===== src/rtl/player_hit_judge.sv =====
// player_hit_judge: player-vs-enemy-bullet collision and damage judge.
// Latency: positions sampled at edge k give hit/bullet_kill/health at edge k+1
// (overlap register, then FSM). No backpressure: kills are one-shot pulses and
// the bullet pool must drop eb_en within 2 cycles.
//
// Optional feature macro: PLAYER_HIT_INVULN_EN
//   defined   -> a non-fatal hit opens a frame-counted invulnerability window
//   undefined -> no INVULN state; invuln tied low; frame_tick ignored
//
// Ports:
//   clk, rst            clock, asynchronous active-high reset
//   start, init_health  begin a life with the given health (start wins over all)
//   frame_tick          one pulse per video frame (invulnerability timer)
//   p_x, p_y, p_en      player top-left corner and presence
//   eb_x, eb_y, eb_en   packed enemy bullet corners and per-channel enables
//   health              current health
//   hit                 one-cycle pulse per damaging hit
//   bullet_kill         one-cycle per-channel clear request to the bullet pool
//   invuln              high while invulnerable
//   boom                high while dead

module player_hit_judge #(
    parameter int N_BULLETS     = 4,
    parameter int COORD_W       = 10,
    parameter int HP_W          = 4,
    parameter int PLAYER_W      = 40,
    parameter int PLAYER_H      = 40,
    parameter int BULLET_W      = 10,
    parameter int BULLET_H      = 10,
    parameter int INVULN_FRAMES = 60
) (
    input  logic                           clk,
    input  logic                           rst,
    input  logic                           start,
    input  logic [HP_W-1:0]                init_health,
    input  logic                           frame_tick,
    input  logic [COORD_W-1:0]             p_x,
    input  logic [COORD_W-1:0]             p_y,
    input  logic                           p_en,
    input  logic [N_BULLETS*COORD_W-1:0]   eb_x,
    input  logic [N_BULLETS*COORD_W-1:0]   eb_y,
    input  logic [N_BULLETS-1:0]           eb_en,
    output logic [HP_W-1:0]                health,
    output logic                           hit,
    output logic [N_BULLETS-1:0]           bullet_kill,
    output logic                           invuln,
    output logic                           boom
);

    // Hitbox extents widened by one bit so corner + size never wraps.
    localparam logic [COORD_W:0] PW = (COORD_W+1)'(PLAYER_W);
    localparam logic [COORD_W:0] PH = (COORD_W+1)'(PLAYER_H);
    localparam logic [COORD_W:0] BW = (COORD_W+1)'(BULLET_W);
    localparam logic [COORD_W:0] BH = (COORD_W+1)'(BULLET_H);

    typedef enum logic [1:0] {
        IDLE   = 2'd0,
        ALIVE  = 2'd1,
        INVULN = 2'd2,
        DEAD   = 2'd3
    } state_t;

    state_t                 state;
    logic [N_BULLETS-1:0]   ov_comb;
    logic [N_BULLETS-1:0]   ov;
    logic [HP_W-1:0]        health_dec;

    // ------------------------------------------------------------------
    // Stage 1: per-channel axis-aligned box overlap, unsigned, no wrap.
    // ------------------------------------------------------------------
    logic [COORD_W:0] px_w, py_w;
    assign px_w = {1'b0, p_x};
    assign py_w = {1'b0, p_y};

    for (genvar i = 0; i < N_BULLETS; i++) begin : g_ov
        logic [COORD_W:0] bx_w, by_w;
        assign bx_w = {1'b0, eb_x[i*COORD_W +: COORD_W]};
        assign by_w = {1'b0, eb_y[i*COORD_W +: COORD_W]};
        assign ov_comb[i] = eb_en[i] & p_en
                          & ((bx_w + BW) > px_w) & ((px_w + PW) > bx_w)
                          & ((by_w + BH) > py_w) & ((py_w + PH) > by_w);
    end

    // The overlap captured alongside start belongs to the previous life,
    // so it is dropped rather than judged against the freshly loaded health.
    always_ff @(posedge clk or posedge rst) begin
        if (rst) begin
            ov <= '0;
        end else if (start) begin
            ov <= '0;
        end else begin
            ov <= ov_comb;
        end
    end

    // Saturating decrement: health can never go below zero.
    assign health_dec = (health == '0) ? '0 : health - 1'b1;

`ifdef PLAYER_HIT_INVULN_EN
    localparam int IC_W = $clog2(INVULN_FRAMES + 1);
    logic [IC_W-1:0] inv_cnt;
`else
    logic unused_frame_tick;
    assign unused_frame_tick = frame_tick;
    assign invuln = 1'b0;
`endif

    // ------------------------------------------------------------------
    // Stage 2: life/damage FSM with registered outputs.
    // ------------------------------------------------------------------
    always_ff @(posedge clk or posedge rst) begin
        if (rst) begin
            state       <= IDLE;
            health      <= '0;
            hit         <= 1'b0;
            bullet_kill <= '0;
            boom        <= 1'b0;
`ifdef PLAYER_HIT_INVULN_EN
            invuln      <= 1'b0;
            inv_cnt     <= '0;
`endif
        end else begin
            // Pulse outputs default low every cycle.
            hit         <= 1'b0;
            bullet_kill <= '0;

            if (start) begin
                health <= init_health;
`ifdef PLAYER_HIT_INVULN_EN
                invuln  <= 1'b0;
                inv_cnt <= '0;
`endif
                if (init_health == '0) begin
                    state <= DEAD;
                    boom  <= 1'b1;
                end else begin
                    state <= ALIVE;
                    boom  <= 1'b0;
                end
            end else begin
                case (state)
                    ALIVE: begin
                        // Any number of simultaneous overlaps cost one health;
                        // all overlapping bullets are consumed.
                        if (|ov) begin
                            hit         <= 1'b1;
                            bullet_kill <= ov;
                            health      <= health_dec;
                            if (health_dec == '0) begin
                                state <= DEAD;
                                boom  <= 1'b1;
                            end else begin
`ifdef PLAYER_HIT_INVULN_EN
                                state   <= INVULN;
                                invuln  <= 1'b1;
                                inv_cnt <= IC_W'(INVULN_FRAMES);
`else
                                state <= ALIVE;
`endif
                            end
                        end
                    end
`ifdef PLAYER_HIT_INVULN_EN
                    INVULN: begin
                        // Bullets touching an invulnerable player are still
                        // consumed, but do no damage.
                        bullet_kill <= ov;
                        if (frame_tick) begin
                            if (inv_cnt <= IC_W'(1)) begin
                                state   <= ALIVE;
                                invuln  <= 1'b0;
                                inv_cnt <= '0;
                            end else begin
                                inv_cnt <= inv_cnt - 1'b1;
                            end
                        end
                    end
`endif
                    default: begin
                        // IDLE and DEAD wait for start; overlaps are ignored.
                    end
                endcase
            end
        end
    end

endmodule


===== config.mk =====
export PLATFORM = sky130hd
export DESIGN_NAME = player_hit_judge
export DESIGN_NICKNAME = d
export VERILOG_FILES = /design/src/rtl/player_hit_judge.sv
export SDC_FILE = /design/constraint.sdc
export NUM_CORES = 1
export LEC_CHECK = 0
export ABC_AREA = 1
export BUFFER_PORTS_ARGS = -buffer_cell sky130_fd_sc_hd__buf_2
export CAP_MARGIN = 20
export CORE_AREA = 5 5 128 130
export DETAILED_ROUTE_END_ITERATION = 10
export DIE_AREA = 0 0 133 135
export GPL_ROUTABILITY_DRIVEN = 0
export PLACE_DENSITY = 0.77
export SLEW_MARGIN = 30
export SYNTH_ARGS = -nofsm -noshare
export SYNTH_HDL_FRONTEND = slang
export SYNTH_SLANG_ARGS = --single-unit
export TNS_END_PERCENT = 30

===== constraint.sdc =====
create_clock -name clk -period 1.25 [get_ports clk]
set_clock_uncertainty 0.05 [all_clocks]
set_input_delay 0.0625 -clock clk [delete_from_list [all_inputs] [get_ports clk]]
set_output_delay 0.0625 -clock clk [all_outputs]
set_load 0.01 [all_outputs]

==> results of run 1 <==
[worst max-delay path by stage]
| stage | from | endpoint | slack, ns | cells after the start |
|---|---|---|---|---|
| floorplan | p_y[3] | ov[3] | -0.41 | 13 |
| global placement | p_x[3] | ov[0] | -0.76 | 14 |
| detailed placement | p_x[3] | ov[1] | -0.82 | 12 |
| CTS | eb_x[2] | ov[0] | -0.46 | 15 |
| global route | eb_x[11] | ov[1] | -0.69 | 15 |
| finish | eb_x[11] | ov[1] | -0.58 | 15 |
[cell families after synthesis]
family / share of synthesized area [%]
AND/OR/NAND/NOR: 29.0
buffers and inverters: 12.8
adder cells (fa/ha/maj): 33.3
AO/OA/AOI/OAI: 11.6
XOR/XNOR: 6.99
flip-flops: 6.27
other: 0.0587
[power groups by stage]
stage | combinational [mW] | sequential [mW] | clock [mW]
6_report | 3.62 | 0.565 | 0.714
5_1_grt | 4.05 | 0.568 | 0.736
4_1_cts | 3.32 | 0.564 | 0.725
3_5_place_dp | 3.21 | 0.573 | 0
3_3_place_gp | 3.09 | 0.572 | 0
2_1_floorplan | 1.85 | 0.580 | 0
[state kept, by name, summed over array words and instances, names as in the netlist]
| register | count |
|---|---|
| bullet_kill | 4 |
| boom | 1 |
| hit | 1 |
| ov | 4 |
| health | 4 |
| state | 2 |
[area by class of cell]
cell class	count	area [um2]	share of cell area, %
Multi-Input combinational cell	785	5720	60.8
Timing Repair Buffer	319	2170	23.0
Inverter	213	800	8.49
Sequential cell	16	400	4.25
Tap cell	188	235	2.50
Clock buffer	4	88.8	0.944
[cells in the final DEF, fill, tap and decap left out, types with 5 or more instances in the layout]
master,count
a21o_1,13
a21oi_1,54
buf_2,112
buf_4,196
buf_6,7
dfrtp_1,16
ha_1,146
ha_4,21
inv_1,192
inv_2,21
nand2_1,192
nand2_2,13
nand3_1,43
nand3_2,10
nand3b_1,12
nand4_1,24
nor2_1,102
nor2_2,5
nor3_1,9
nor3_2,12
o211ai_1,9
o21a_1,5
o21ai_0,23
o21ai_1,8
o21ai_2,12
xnor2_1,8
xor2_1,39
[critical path, cell delays in order]
cell	delay, ns
buf_2	0.12
buf_4	0.11
nand2_1	0.04
nand2_1	0.08
nand3_2	0.09
nor2_1	0.13
xor2_1	0.16
inv_1	0.09
ha_4	0.29
nand2_2	0.07
nor3_2	0.25
and3_1	0.25
nor2_1	0.06
nand3_1	0.07
nor2_1	0.05
[per-stage QoR]
step           setup TNS (ns)  hold slack [ns]
2_1_floorplan           -1.69          -0.0738
3_3_place_gp            -2.90           0.0313
3_5_place_dp            -3.23           0.0385
4_1_cts                 -1.78          0.00138
5_1_grt                 -2.89           0.0265
6_report                -1.98          0.00611
[timing repair]
item                       in CTS  in global routing
hold buffers                    1                  0
pin swaps                      18                 60
setup endpoints to repair       9                  9
hold endpoints to repair       16                  0
gates resized for setup        31                 98
setup buffers                   6                  4
[per-layer routing]
metal	GRT usage, %	share of wire (%)
met1	27.3	42
met4	11.7	5.4
met2	39.5	47
met5	0	0
met3	3.20	6.1
==> flow_metrics.py, run 1 <==
metrics = {
    "route": {
        "drc": 0,
        "via_count": 7859,
        "firstDrtPassIters": 7,
        "wl_per_cell_um": 14.4,
        "drtAntennaViolNets": 0,
        "drt_wl_total_um": 22000,
        "drtIter0Drc": 532,
        "vias_per_cell": 5.15,
    },
    "setup_path": {
        "crit_path_start_kind": "primary input",
        "crit_type": "primary input to flop",
        "rrSetupSlack_ns": -0.01,
        "reg2reg_to": "health[0]",
        "r2r_start": "ov[2]",
        "cp.required_ns": 1.34,
        "arrival_ns": 1.92,
        "critPathMaxFanout": 2,
        "reg2reg_depth": 7,
        "crit_path_end_kind": "flop",
    },
    "power_and_ir_drop": {
        "p_int_mw": 2.72,
        "leakage_nw": 5.42,
        "peakVddDrop_uv": 410,
        "cellPowerDensity_mw_per_mm2": 521,
        "power_frac_comb_pct": 73.9,
        "clkPwrFrac_pct": 14.6,
        "power.switching_mw": 2.18,
        "power_mw": 4.90,
        "p_seq_share_pct": 11.5,
        "sw_frac_of_total_pct": 44.5,
    },
    "cells_and_area": {
        "fin_area_mm2": 0.00941,
        "antenna_cells": 0,
        "drive_gt1_share_pct": 32.5,
        "nFillCells": 1221,
        "fin_nets": 1621,
        "area_growth_pct": 47.3,
        "instances_no_fill": 1525,
        "final_core_util_pct": 62.6,
    },
    "min_path": {
        "worst_hold_startpoint": "start",
        "holdPathEnd": "hit",
        "min_path_type": "primary input to flop",
        "min_path_cells": 2,
    },
    "sta": {
        "fin_ws_ns": -0.578,
        "grt_setup_unrepaired": "yes",
        "slew_violations": 0,
        "post-route-period-util_pct": 146,
        "setup_viol_count_final": 6,
        "fin_crit_ns": 1.83,
        "timing_hold_violations_final": 0,
        "max_freq_mhz": 547,
    },
    "global_routing": {
        "grt_max_degree": 17,
        "grt_pass1_wl_um": 34100,
        "grt_pass1_vias": 7756,
        "antenna_found_initial": 0,
        "track_usage_pct": 22.7,
        "grt_overflow_total": 0,
    },
    "clocking": {
        "clock-root-buffer": "clkbuf_16",
        "htree_levels": 1,
        "tritoncts": "done",
        "insertion_delay_ns": 0.25,
        "numCtsBuffers": 3,
        "clockBufferDepth": 2,
        "clk_pin_slew_ns": 0.05,
        "cts_num_sinks": 16,
    },
    "yosys": {
        "syn_area_mm2": 0.00639,
        "yosysUniqueCellTypes": 32,
        "ys_ff_latch": 16,
        "ys_seq_area_share_pct": 6.27,
        "synth_ff_type": "dfrtp_1",
        "yosys-top-cells-count": "212 x inv_1, 203 x nand2_1, 170 x ha_1",
        "synth_nets": 1299,
        "synthTopCellsByArea": "ha_1 33%, inv_1 12%, nand2_1 12%",
        "synth-edff-count": 0,
        "synthCells": 1016,
        "synth_largest_area_cell": "ha_1",
        "syn_area_per_cell_um2": 6.29,
        "yosysTopAreaCellShare_pct": 33.3,
        "ys.warnings.count": 0,
        "synth-async-reset-ratio_pct": 100,
        "yosysMostFrequentCell": "inv_1",
    },
    "run_status": {
        "status": "finished, violations left",
        "violations": "setup timing",
    },
    "die": {
        "num_io_pins": 124,
        "die_h_um": 135,
        "core_mm2": 0.0150,
        "die_area_mm2": 0.0180,
        "rows": 45,
        "initial_core_util_pct": 42.5,
        "die_w_um": 133,
    },
    "run": {
        "drv_cap": 0,
    },
    "placed_design": {
        "io_buffers": 121,
        "dp_cells": 1510,
        "hpwl_um": 17600,
        "pre_cts_ws_ns": -0.824,
        "post_dp_cell_area_mm2": 0.00872,
    },
}
Note: power is estimated with default switching activity, not from simulation.
==> inputs of run 2 (changes only) <==
--- a/config.mk
+++ b/config.mk
@@ -9,6 +9,7 @@
 export BUFFER_PORTS_ARGS = -buffer_cell sky130_fd_sc_hd__buf_2
 export CAP_MARGIN = 20
 export CORE_AREA = 5 5 128 130
+export CTS_BUF_LIST = sky130_fd_sc_hd__clkbuf_4 sky130_fd_sc_hd__clkbuf_8
 export DETAILED_ROUTE_END_ITERATION = 10
 export DIE_AREA = 0 0 133 135
 export GPL_ROUTABILITY_DRIVEN = 0
==> run 2 against run 1 <==
- the run still ends with setup timing left
- total power down 3.3%
- utilization grew 0.14 points
- sequential power about the same
- global-route usage is 0.14 points higher
- critical endpoint unchanged
- worst setup slack improved by 0.0073 ns
- clock-buffer cell count unchanged
- non-clock buffer count up 4
- largest power group unchanged
- critical path type unchanged
==> flow_metrics.py, run 2 (synthesis results as in run 1) <==
metrics = {
    "power_and_ir_drop": {
        "p_seq_share_pct": 11.9,
        "power_frac_comb_pct": 77.6,
        "power.switching_mw": 2.20,
        "p_int_mw": 2.54,
        "clkPwrFrac_pct": 10.5,
        "peakVddDrop_uv": 317,
        "sw_frac_of_total_pct": 46.4,
        "leakage_nw": 5.43,
        "power_mw": 4.74,
        "cellPowerDensity_mw_per_mm2": 502,
    },
    "route": {
        "drtAntennaViolNets": 0,
        "vias_per_cell": 5.24,
        "wl_per_cell_um": 14.8,
        "drtIter0Drc": 555,
        "drt_wl_total_um": 22600,
        "firstDrtPassIters": 5,
        "drc": 0,
        "via_count": 8006,
    },
    "global_routing": {
        "grt_pass1_wl_um": 34300,
        "antenna_found_initial": 0,
        "grt_overflow_total": 0,
        "grt_pass1_vias": 7765,
        "grt_max_degree": 17,
        "track_usage_pct": 22.9,
    },
    "setup_path": {
        "crit_path_end_kind": "flop",
        "critPathMaxFanout": 4,
        "max_stage_delay_ns": 0.29,
        "crit_path_start_kind": "primary input",
        "crit_type": "primary input to flop",
        "arrival_ns": 1.93,
        "cp.required_ns": 1.36,
        "crit_chain": "buf_2 > ha_4 > o21ai_2 > nor2_1 > inv_2 > nor3_2 > xor2_1 > inv_1 > ha_4 > nand2_1 > nor3_2 > and3_1 > nor2_1 > nand3_1 > nor2_1",
        "crit_path_frequent_cell": "nor2_1",
        "crit_slowest_cell": "ha_4",
    },
    "placed_design": {
        "pre_cts_ws_ns": -0.824,
        "post_dp_cell_area_mm2": 0.00872,
        "io_buffers": 121,
        "hpwl_um": 17600,
    },
    "clocking": {
        "clockBufferDepth": 2,
        "insertion_delay_ns": 0.26,
        "clock-root-buffer": "clkbuf_8",
        "numCtsBuffers": 3,
        "tritoncts": "done",
        "clk_pin_slew_ns": 0.07,
        "htree_levels": 1,
        "cts_num_sinks": 16,
    },
    "die": {
        "die_w_um": 133,
        "initial_core_util_pct": 42.5,
        "core_mm2": 0.0150,
        "die_h_um": 135,
        "die_area_mm2": 0.0180,
        "num_io_pins": 124,
        "rows": 45,
    },
    "cells_and_area": {
        "reg_top3": "bullet_kill: 4 flops, health: 4 flops, ov: 4 flops",
        "fin_area_mm2": 0.00943,
        "antenna_cells": 0,
        "final_common_cell": "buf_4",
        "fin_nets": 1625,
        "drive_gt1_share_pct": 32.5,
        "final_cell_mix": "202 x buf_4, 194 x inv_1, 190 x nand2_1",
        "final_core_util_pct": 62.8,
        "area_growth_pct": 47.6,
    },
    "min_path": {
        "min_path_type": "primary input to flop",
    },
    "sta": {
        "max_freq_mhz": 549,
        "slew_violations": 0,
        "timing_hold_violations_final": 0,
        "fin_crit_ns": 1.82,
        "fin_ws_ns": -0.571,
        "grt_setup_unrepaired": "yes",
        "setup_viol_count_final": 6,
        "post-route-period-util_pct": 146,
    },
    "run_status": {
        "status": "finished, violations left",
        "violations": "setup timing",
    },
    "run": {
        "drv_cap": 0,
    },
}
run 2: changes by cell type in the layout (fill, tap and decap cells not counted), moves of 3 or more:
cell / before / now
buf_6: 7 / 11
buf_2: 112 / 107
buf_4: 196 / 202
clkbuf_16: 3 / 0
clkbuf_8: 1 / 4
run 2: critical path, delay by kind of cell:
kind            cells  cell delay [ns]
fa+ha+maj           2             0.43
xor+xnor            1             0.18
simple gates        8             0.91
compound gates      1             0.06
buf+inv             3             0.28
run 2: worst paths after layout:
path / slack (ns) / start / end / depth (start not counted)
max reg2reg: -0.01 / ov[3] / health[0] / 7
min in group asynchronous: 0.30 / rst / bullet_kill[2] / 4
min reg2reg: 0.42 / state[0] / state[0] / 2
min: 0.02 / init_health[1] / health[1] / 3
max: -0.57 / eb_x[12] / ov[1] / 15
max in group asynchronous: 0.65 / rst / ov[1] / 4
run 2: layer usage:
metal / up-vias / GRT usage, % / routed length, um
li1: 3946 / - / -
met1: 3580 / 27.5 / 9190
met2: 349 / 39.9 / 10600
met3: 131 / 3.02 / 1460
met4: 0 / 11.5 / 1380
met5: - / 0 / 0
run 2: layout make-up:
cell class	count	area [um2]
well taps	188	235
fillers	1221	5600
inverters	213	800
clock buffers	4	55.1
repair buffers	323	2210
flip-flops and latches	16	400
multi-input cells	785	5730
run 2: power by group through the flow:
stage	clock network [mW]	registers, mW	logic (mW)
3_5_place_dp	0	0.573	3.21
2_1_floorplan	0	0.580	1.85
6_report	0.498	0.564	3.68
3_3_place_gp	0	0.572	3.09
4_1_cts	0.492	0.563	3.35
5_1_grt	0.511	0.567	4.10
run 2: through the flow:
step | cells | hold slack [ns] | TNS, ns
2_1_floorplan | 1016 | -0.0738 | -1.69
3_3_place_gp | 1510 | 0.0313 | -2.90
3_5_place_dp | 1510 | 0.0385 | -3.23
4_1_cts | 1522 | 0.0110 | -1.68
5_1_grt | 1529 | 0.0317 | -2.98
6_report | 1529 | 0.0152 | -2.04
run 2: what timing repair did:
item	in CTS	in global routing
setup endpoints to repair	9	9
buffers inserted	6	7
pin swaps	16	63
endpoints found under the hold margin	17	0
gates resized for setup	47	89
hold buffers	2	0
